`src/rtl/icache_controller.sv`:
```
//------------------------------------------------------------------------------
// Module      : icache_controller
// Description : Read-only instruction cache controller sitting between the
//               fetch stage, the I_SRAM array and the imem block port.
//               A hit returns the instruction in the request cycle. A miss
//               stalls fetch, reads one block from imem and fills I_SRAM.
//               Optional macro ICACHE_BYPASS_EN forwards the returning imem
//               word straight to fetch in the refill cycle.
// Revision    : 1.0 - initial release
//------------------------------------------------------------------------------
`default_nettype none

module icache_controller #(
  parameter int ADDR_W       = 32,
  parameter int WORD_W       = 32,
  parameter int BLOCK_W      = 128,
  parameter int OFFSET_W     = 4,
  parameter int BLOCK_ADDR_W = ADDR_W - OFFSET_W
) (
  input  logic                    clock,
  input  logic                    reset,
  input  logic                    ren,
  input  logic [ADDR_W-1:0]       addr,
  output logic                    stall,
  output logic [WORD_W-1:0]       dout,
  output logic                    cacheRen,
  output logic                    cacheMemWen,
  output logic [BLOCK_ADDR_W-1:0] cacheBlockAddr,
  output logic [BLOCK_W-1:0]      cacheDin,
  input  logic                    cacheHit,
  input  logic [BLOCK_W-1:0]      cacheDout,
  output logic                    imem_ren,
  output logic [BLOCK_ADDR_W-1:0] imem_block_address,
  input  logic                    imem_read_ready,
  input  logic [BLOCK_W-1:0]      imem_dout
);

  localparam int c_WORDS = BLOCK_W / WORD_W;
  localparam int c_SEL_W = OFFSET_W - 2;

  typedef enum logic [0:0] {
    S_LOOKUP  = 1'b0,
    S_MEM_REQ = 1'b1
  } state_t;

  state_t                  r_state;
  state_t                  w_next_state;
  logic [BLOCK_ADDR_W-1:0] r_miss_baddr;
  logic [BLOCK_ADDR_W-1:0] w_next_miss_baddr;

  logic [BLOCK_ADDR_W-1:0] w_req_baddr;
  logic [c_SEL_W-1:0]      w_word_sel;
  logic [WORD_W-1:0]       w_sram_word;
  logic [WORD_W-1:0]       w_imem_word;
  logic                    w_unused;

  assign w_req_baddr = addr[ADDR_W-1:OFFSET_W];
  assign w_word_sel  = addr[OFFSET_W-1:2];
  // Byte lane within the instruction word carries no information here.
  assign w_unused    = ^addr[1:0];

  // Select the addressed instruction out of the SRAM block and the imem block.
  always_comb begin
    w_sram_word = '0;
    w_imem_word = '0;
    for (int i = 0; i < c_WORDS; i++) begin
      if (w_word_sel == i[c_SEL_W-1:0]) begin
        w_sram_word = cacheDout[i*WORD_W +: WORD_W];
        w_imem_word = imem_dout[i*WORD_W +: WORD_W];
      end
    end
  end

  // State and captured miss block address.
  always_ff @(posedge clock) begin
    if (reset) begin
      r_state      <= S_LOOKUP;
      r_miss_baddr <= '0;
    end else begin
      r_state      <= w_next_state;
      r_miss_baddr <= w_next_miss_baddr;
    end
  end

  // Next-state logic and all port outputs; reset forces every strobe low.
  always_comb begin
    w_next_state       = r_state;
    w_next_miss_baddr  = r_miss_baddr;
    stall              = 1'b0;
    dout               = '0;
    cacheRen           = 1'b0;
    cacheMemWen        = 1'b0;
    cacheBlockAddr     = w_req_baddr;
    cacheDin           = imem_dout;
    imem_ren           = 1'b0;
    imem_block_address = r_miss_baddr;

    if (!reset) begin
      case (r_state)
        S_LOOKUP: begin
          cacheRen = ren;
          if (ren) begin
            if (cacheHit) begin
              dout = w_sram_word;
            end else begin
              stall             = 1'b1;
              w_next_miss_baddr = w_req_baddr;
              w_next_state      = S_MEM_REQ;
            end
          end
        end

        S_MEM_REQ: begin
          stall    = 1'b1;
          imem_ren = 1'b1;
          if (imem_read_ready) begin
            cacheMemWen    = 1'b1;
            cacheBlockAddr = r_miss_baddr;
            w_next_state   = S_LOOKUP;
`ifdef ICACHE_BYPASS_EN
            // Forward the word only if fetch still wants the refilled block.
            if (ren && (w_req_baddr == r_miss_baddr)) begin
              stall = 1'b0;
              dout  = w_imem_word;
            end
`endif
          end
        end

        default: begin
          w_next_state = S_LOOKUP;
        end
      endcase
    end
  end

endmodule

`default_nettype wire

```
`config.mk`:
```
export PLATFORM = sky130hd
export DESIGN_NAME = icache_controller
export DESIGN_NICKNAME = d
export VERILOG_FILES = /design/src/rtl/icache_controller.sv
export SDC_FILE = /design/constraint.sdc
export NUM_CORES = 1
export LEC_CHECK = 0
export CAP_MARGIN = 20
export CORE_AREA = 2 2 201 203
export DETAILED_ROUTE_END_ITERATION = 16
export DIE_AREA = 0 0 203 205
export HOLD_SLACK_MARGIN = 0.08
export MAX_ROUTING_LAYER = met4
export SYNTH_ARGS = -nofsm -noshare
export SYNTH_HDL_FRONTEND = slang
export SYNTH_SLANG_ARGS = --single-unit
```
`constraint.sdc`:
```
create_clock -name clock -period 1.49 [get_ports clock]
set_input_delay 0.2235 -clock clock [delete_from_list [all_inputs] [get_ports clock]]
set_output_delay 0.2235 -clock clock [all_outputs]
set_load 0.01 [all_outputs]
```
=== Word-level counts from Yosys, hierarchy flattened ===
Index checks and enable logic that the tools add are counted.

* Bitwise logic cells: 2
* Multiplexer cells: 24
* Eq/ne operators: 3
* Reduce and logical (&&, ||, !) cells: 2

{| class="wikitable"
|+ Operators with widths
! operator !! count
|-
| 2-to-1 mux 32 bit || 8
|-
| 2-to-1 mux 28 bit || 3
|-
| 2-to-1 mux 1 bit || 11
|-
| == test 2 bit, second input constant || 2
|-
| case mux 1 bit (2 select lines) || 2
|-
| AND reduction 3 bit || 1
|-
| == test 2 x 1 -> 1 bit, second input constant || 1
|-
| logical NOT 2 bit || 1
|-
| NOT 1 bit || 2
|}

* Bits of input ports: 293
* Output and inout port bits: 220
* Bits in registers: 29

=== Longest topological paths before layout ===
* Depth in word-level cells: 9
* Gate-level depth with buffers: 5
* Mapped depth without buffers: 3

=== Worst setup path after synthesis ===
OpenSTA, ideal clock, no wires.

* Path kind: flip-flop to output port
* Start point: reg r_state
* End point: out cacheBlockAddr[23]
* Path slack: -0.030 ns
* Stages on the path, launching flop included: 6
* Required time: 1.266 ns
* Arrival time: 1.297 ns
* Path through: dfxtp_1 > and2b_1 > nand2_1 > buf_6 > buf_6 > mux2_1

* Cells in the longest elaborated chain, start to end: 2

{| class="wikitable"
|+ RTL lines
! what !! RTL line !! source
|-
| start, declared || 46 || <nowiki>state_t r_state;</nowiki>
|-
| start signal, assigned || 80 || <nowiki>r_state <= w_next_state;</nowiki>
|-
| 2-to-1 mux 28 bit || 99 || <nowiki>case (r_state)</nowiki>
|-
| 2-to-1 mux 28 bit || 98 || <nowiki>if (!reset) begin</nowiki>
|-
| end, declared || 28 || <nowiki>output logic [BLOCK_ADDR_W-1:0] cacheBlockAddr,</nowiki>
|}

Every way passes these cells.

=== Worst setup path after layout ===
* Start point: reg r_state
* End point: out cacheBlockAddr[7]

The elaborated chain is that of the path after synthesis.

==> flow_metrics.env <==
export IMPL_cap_viol_max_count=0
export IMPL_grt_max_degree=27
export IMPL_fmax_mhz=534.7
export IMPL_initial_core_util_pct=8.569
export IMPL_ys_flop_type="dfxtp_1"
export IMPL_drive_gt1_share_pct=44.21
export IMPL_path_depth=6
export IMPL_slew_headroom_pct=82.79
export IMPL_fin_setup_tns_ns=-17.81
export IMPL_yosys_area_share_xor_xnor_pct=0
export IMPL_die_w_um=203
export IMPL_cp_slowest_cell="dfxtp_2"
export IMPL_synthAdderAreaFrac_pct=0
export IMPL_syn_to_final_growth_pct=98.70
export IMPL_diodes=0
export IMPL_p_leak_nw=2.643
export IMPL_max_stage_delay_ns=0.33
export IMPL_design_die_area_sq_mm=0.04162
export IMPL_hold_class="input port to register"
export IMPL_syn_area_sq_mm=0.003373
export IMPL_wire_per_inst_um=16.27
export IMPL_avgSynthCellArea_sq_um=9.166
export IMPL_peakVddDrop_mv=0.5086
export IMPL_critical_path_top_delay_family="buffers and inverters"
export IMPL_whs_ns=0.3948
export IMPL_crit_type="register to output port"
export IMPL_grt_remaining_overflow=0
export IMPL_ys_ff_latch=29
export IMPL_place_congestion=0.7329
export IMPL_fillers=4358
export IMPL_placedCellCount=1019
export IMPL_nNetsFinal=819
export IMPL_crit_chain="and2b_2, nand2_8, buf_12, buf_6, mux2_4, buf_6"
export IMPL_r2r_start="r_state"
export IMPL_clk_latency_ns=0.29
export IMPL_hpwl_um=12370
export IMPL_synth_compound_area_share_pct=4.451
export IMPL_postLayoutCellArea_sq_mm=0.006703
export IMPL_route_detailed_drc=0
export IMPL_hold_buffers=0
export IMPL_vias_per_cell=3.183
export IMPL_cp_start_kind="register"
export IMPL_timing_final_max_slew_violations=0
export IMPL_critical_path_buf_inv_count=3
export IMPL_synth_cell_types=20
export IMPL_violations="setup timing"
export IMPL_grt_pass1_vias=3432
export IMPL_post_route_period_util_pct=125.5
export IMPL_port_buffers=254
export IMPL_synth_edf_count=0
export IMPL_synth_area_leader_cell="buf_4"
export IMPL_rr_worst_depth=6
export IMPL_regToRegSetupSlack_ns=-0.01
export IMPL_routed_wl_um=17110
export IMPL_rsz0062_at_grt="true"
export IMPL_h_tree_depth=2
export IMPL_firstDrtPassIters=4
export IMPL_synthSimpleGateAreaFrac_pct=13.65
export IMPL_cp_arrival_ns=1.65
export IMPL_synth_top_family_by_area="buffers and inverters"
export IMPL_power_mw=3.535
export IMPL_p_per_area_mw_per_mm2=527.5
export IMPL_r2r_end="imem_block_address[3]"
export IMPL_critPathMaxFanout=6
export IMPL_fin_crit_ns=1.870
export IMPL_vias=3348
export IMPL_globalRouteTotalUtil_pct=7.851
export IMPL_rows=73
export IMPL_io_pins=513
export IMPL_drtIter0Drc=143
export IMPL_crit_top_cell="buf_6"
export IMPL_setup_ws_ns=-0.3802
export IMPL_async_flop_share_pct=0
export IMPL_syn_num_nets=661
export IMPL_yosysSeqAreaShare_pct=17.21
export IMPL_hold_viol_final=0
export IMPL_finalSetupViolations=65
export IMPL_cp_required_ns=1.27
export IMPL_worst_slew_pin_slew_ns=0.2581
export IMPL_synth_area_mux_share_pct=31.60
export IMPL_cts_sinks=29
export IMPL_antenna_found_initial=0
export IMPL_grt_pass1_wl_um=22910
export IMPL_skew_ns=0.003375
export IMPL_cts_root_buf="clkbuf_16"
export IMPL_postLayoutCoreUtil_pct=17.03
export IMPL_core_area_sq_mm=0.03937
export IMPL_synthCells=368
export IMPL_dpl_instance_area_sq_mm=0.005766
export IMPL_critPathCaptureType="output port"
export IMPL_cts_tree="built"
export IMPL_instances_no_fill=1052
export IMPL_crit_start="r_state"
export IMPL_preCtsSetupSlack_ns=-0.7566
export IMPL_cts_buffers=5
export IMPL_status="complete, but fails checks"
export IMPL_synth_area_leaders="buf_4 29%, mux4_2 21%, dfxtp_1 17%, mux2_2 6.3%, nand2_1 6.3%"
export IMPL_clkTransAtPathRegs_ns=0.06
export IMPL_endpoint="cacheBlockAddr[7]"
export IMPL_die_h_um=205
export IMPL_synth_top_area_share_pct=28.93
export IMPL_clk_path_buf_depth=2
export IMPL_yosys_warnings=0
export IMPL_ant_nets=0
==> report_power, final <==
part / leakage, nW / switching [mW] / total (mW) / internal, mW
clock: 0.0800 / 0.429 / 1.22 / 0.791
sequential: 0.237 / 0.0322 / 0.845 / 0.813
combinational: 2.33 / 0.494 / 1.47 / 0.976
total: 2.64 / 0.955 / 3.54 / 2.58
==> routing by layer <==
| metal | routed length [um] | global-route usage (%) | part of all wire (%) |
|---|---|---|---|
| met1 | 7131 | 9.797 | 42 |
| met2 | 7385 | 10.69 | 43 |
| met4 | 372 | 2.581 | 2.2 |
| met5 | 0 | - | 0 |
| met3 | 2224 | 4.168 | 13 |
==> worst min-delay path by stage <==
stage	from	endpoint	slack (ns)	cells after the start
2_1_floorplan	addr[4]	imem_block_address[0]	0.36	2
3_3_place_gp	imem_dout[108]	cacheDin[108]	0.45	0
3_5_place_dp	imem_dout[108]	cacheDin[108]	0.45	0
4_1_cts	reset	imem_block_address[2]	0.37	3
5_1_grt	reset	r_state	0.40	3
6_report	reset	r_state	0.39	3
==> worst min-delay path, cell delays in order <==
cell	delay, ns
buf_2	0.14
buf_4	0.23
a21oi_2	0.05
==> layout by cell type, fill, tap and decap left out, types with 5 or more instances in the layout <==
| master | n |
|---|---|
| dfxtp_1 | 28 |
| clkdlybuf4s50_1 | 179 |
| clkbuf_16 | 7 |
| a21oi_1 | 27 |
| and3_4 | 28 |
| buf_4 | 13 |
| nand2_2 | 11 |
| buf_2 | 7 |
| nand2_1 | 44 |
| buf_6 | 72 |
| buf_12 | 14 |
| mux2_4 | 28 |
| dlygate4sd2_1 | 5 |
| mux4_2 | 32 |
==> registers in the layout, summed over array words and instances (netlist names) <==
| name | flops |
|---|---|
| imem_block_address | 28 |
| r_state | 1 |
==> synthesized netlist by cell type, types with 2 or more instances <==
master / count
and3_1: 32
buf_4: 130
inv_1: 2
buf_2: 4
buf_1: 2
mux2_4: 8
clkbuf_1: 10
buf_6: 6
nand2_1: 57
mux2_2: 19
mux4_2: 32
a21oi_1: 30
dfxtp_1: 29
==> repair_timing <==
action | 4_1_cts | 5_1_grt
resized for setup | 366 | 57
cloned | 7 | 2
setup endpoints to repair | 95 | 67
buffers inserted | 20 | 5
hold endpoints to repair | 0 | 0
pin swaps | 8 | 8
==> area by class of cell <==
class | instances | area [sq um] | area share [%]
Timing Repair Buffer | 303 | 3309 | 49.37
Multi-Input combinational cell | 185 | 1976 | 29.48
Tap cell | 525 | 656.9 | 9.800
Sequential cell | 29 | 581.8 | 8.680
Clock buffer | 5 | 125.1 | 1.867
Clock inverter | 3 | 46.29 | 0.6907
Inverter | 2 | 7.507 | 0.1120
==> cell families (layout without fill, tap and decap cells) <==
kind of cell           after synthesis  after routing
multiplexers                        60             60
AND/OR/NAND/NOR                     95             95
buffers and inverters              154            313
flip-flops                          29             29
AO/OA/AOI/OAI                       30             30
Power figures use the tool's default switching activity.
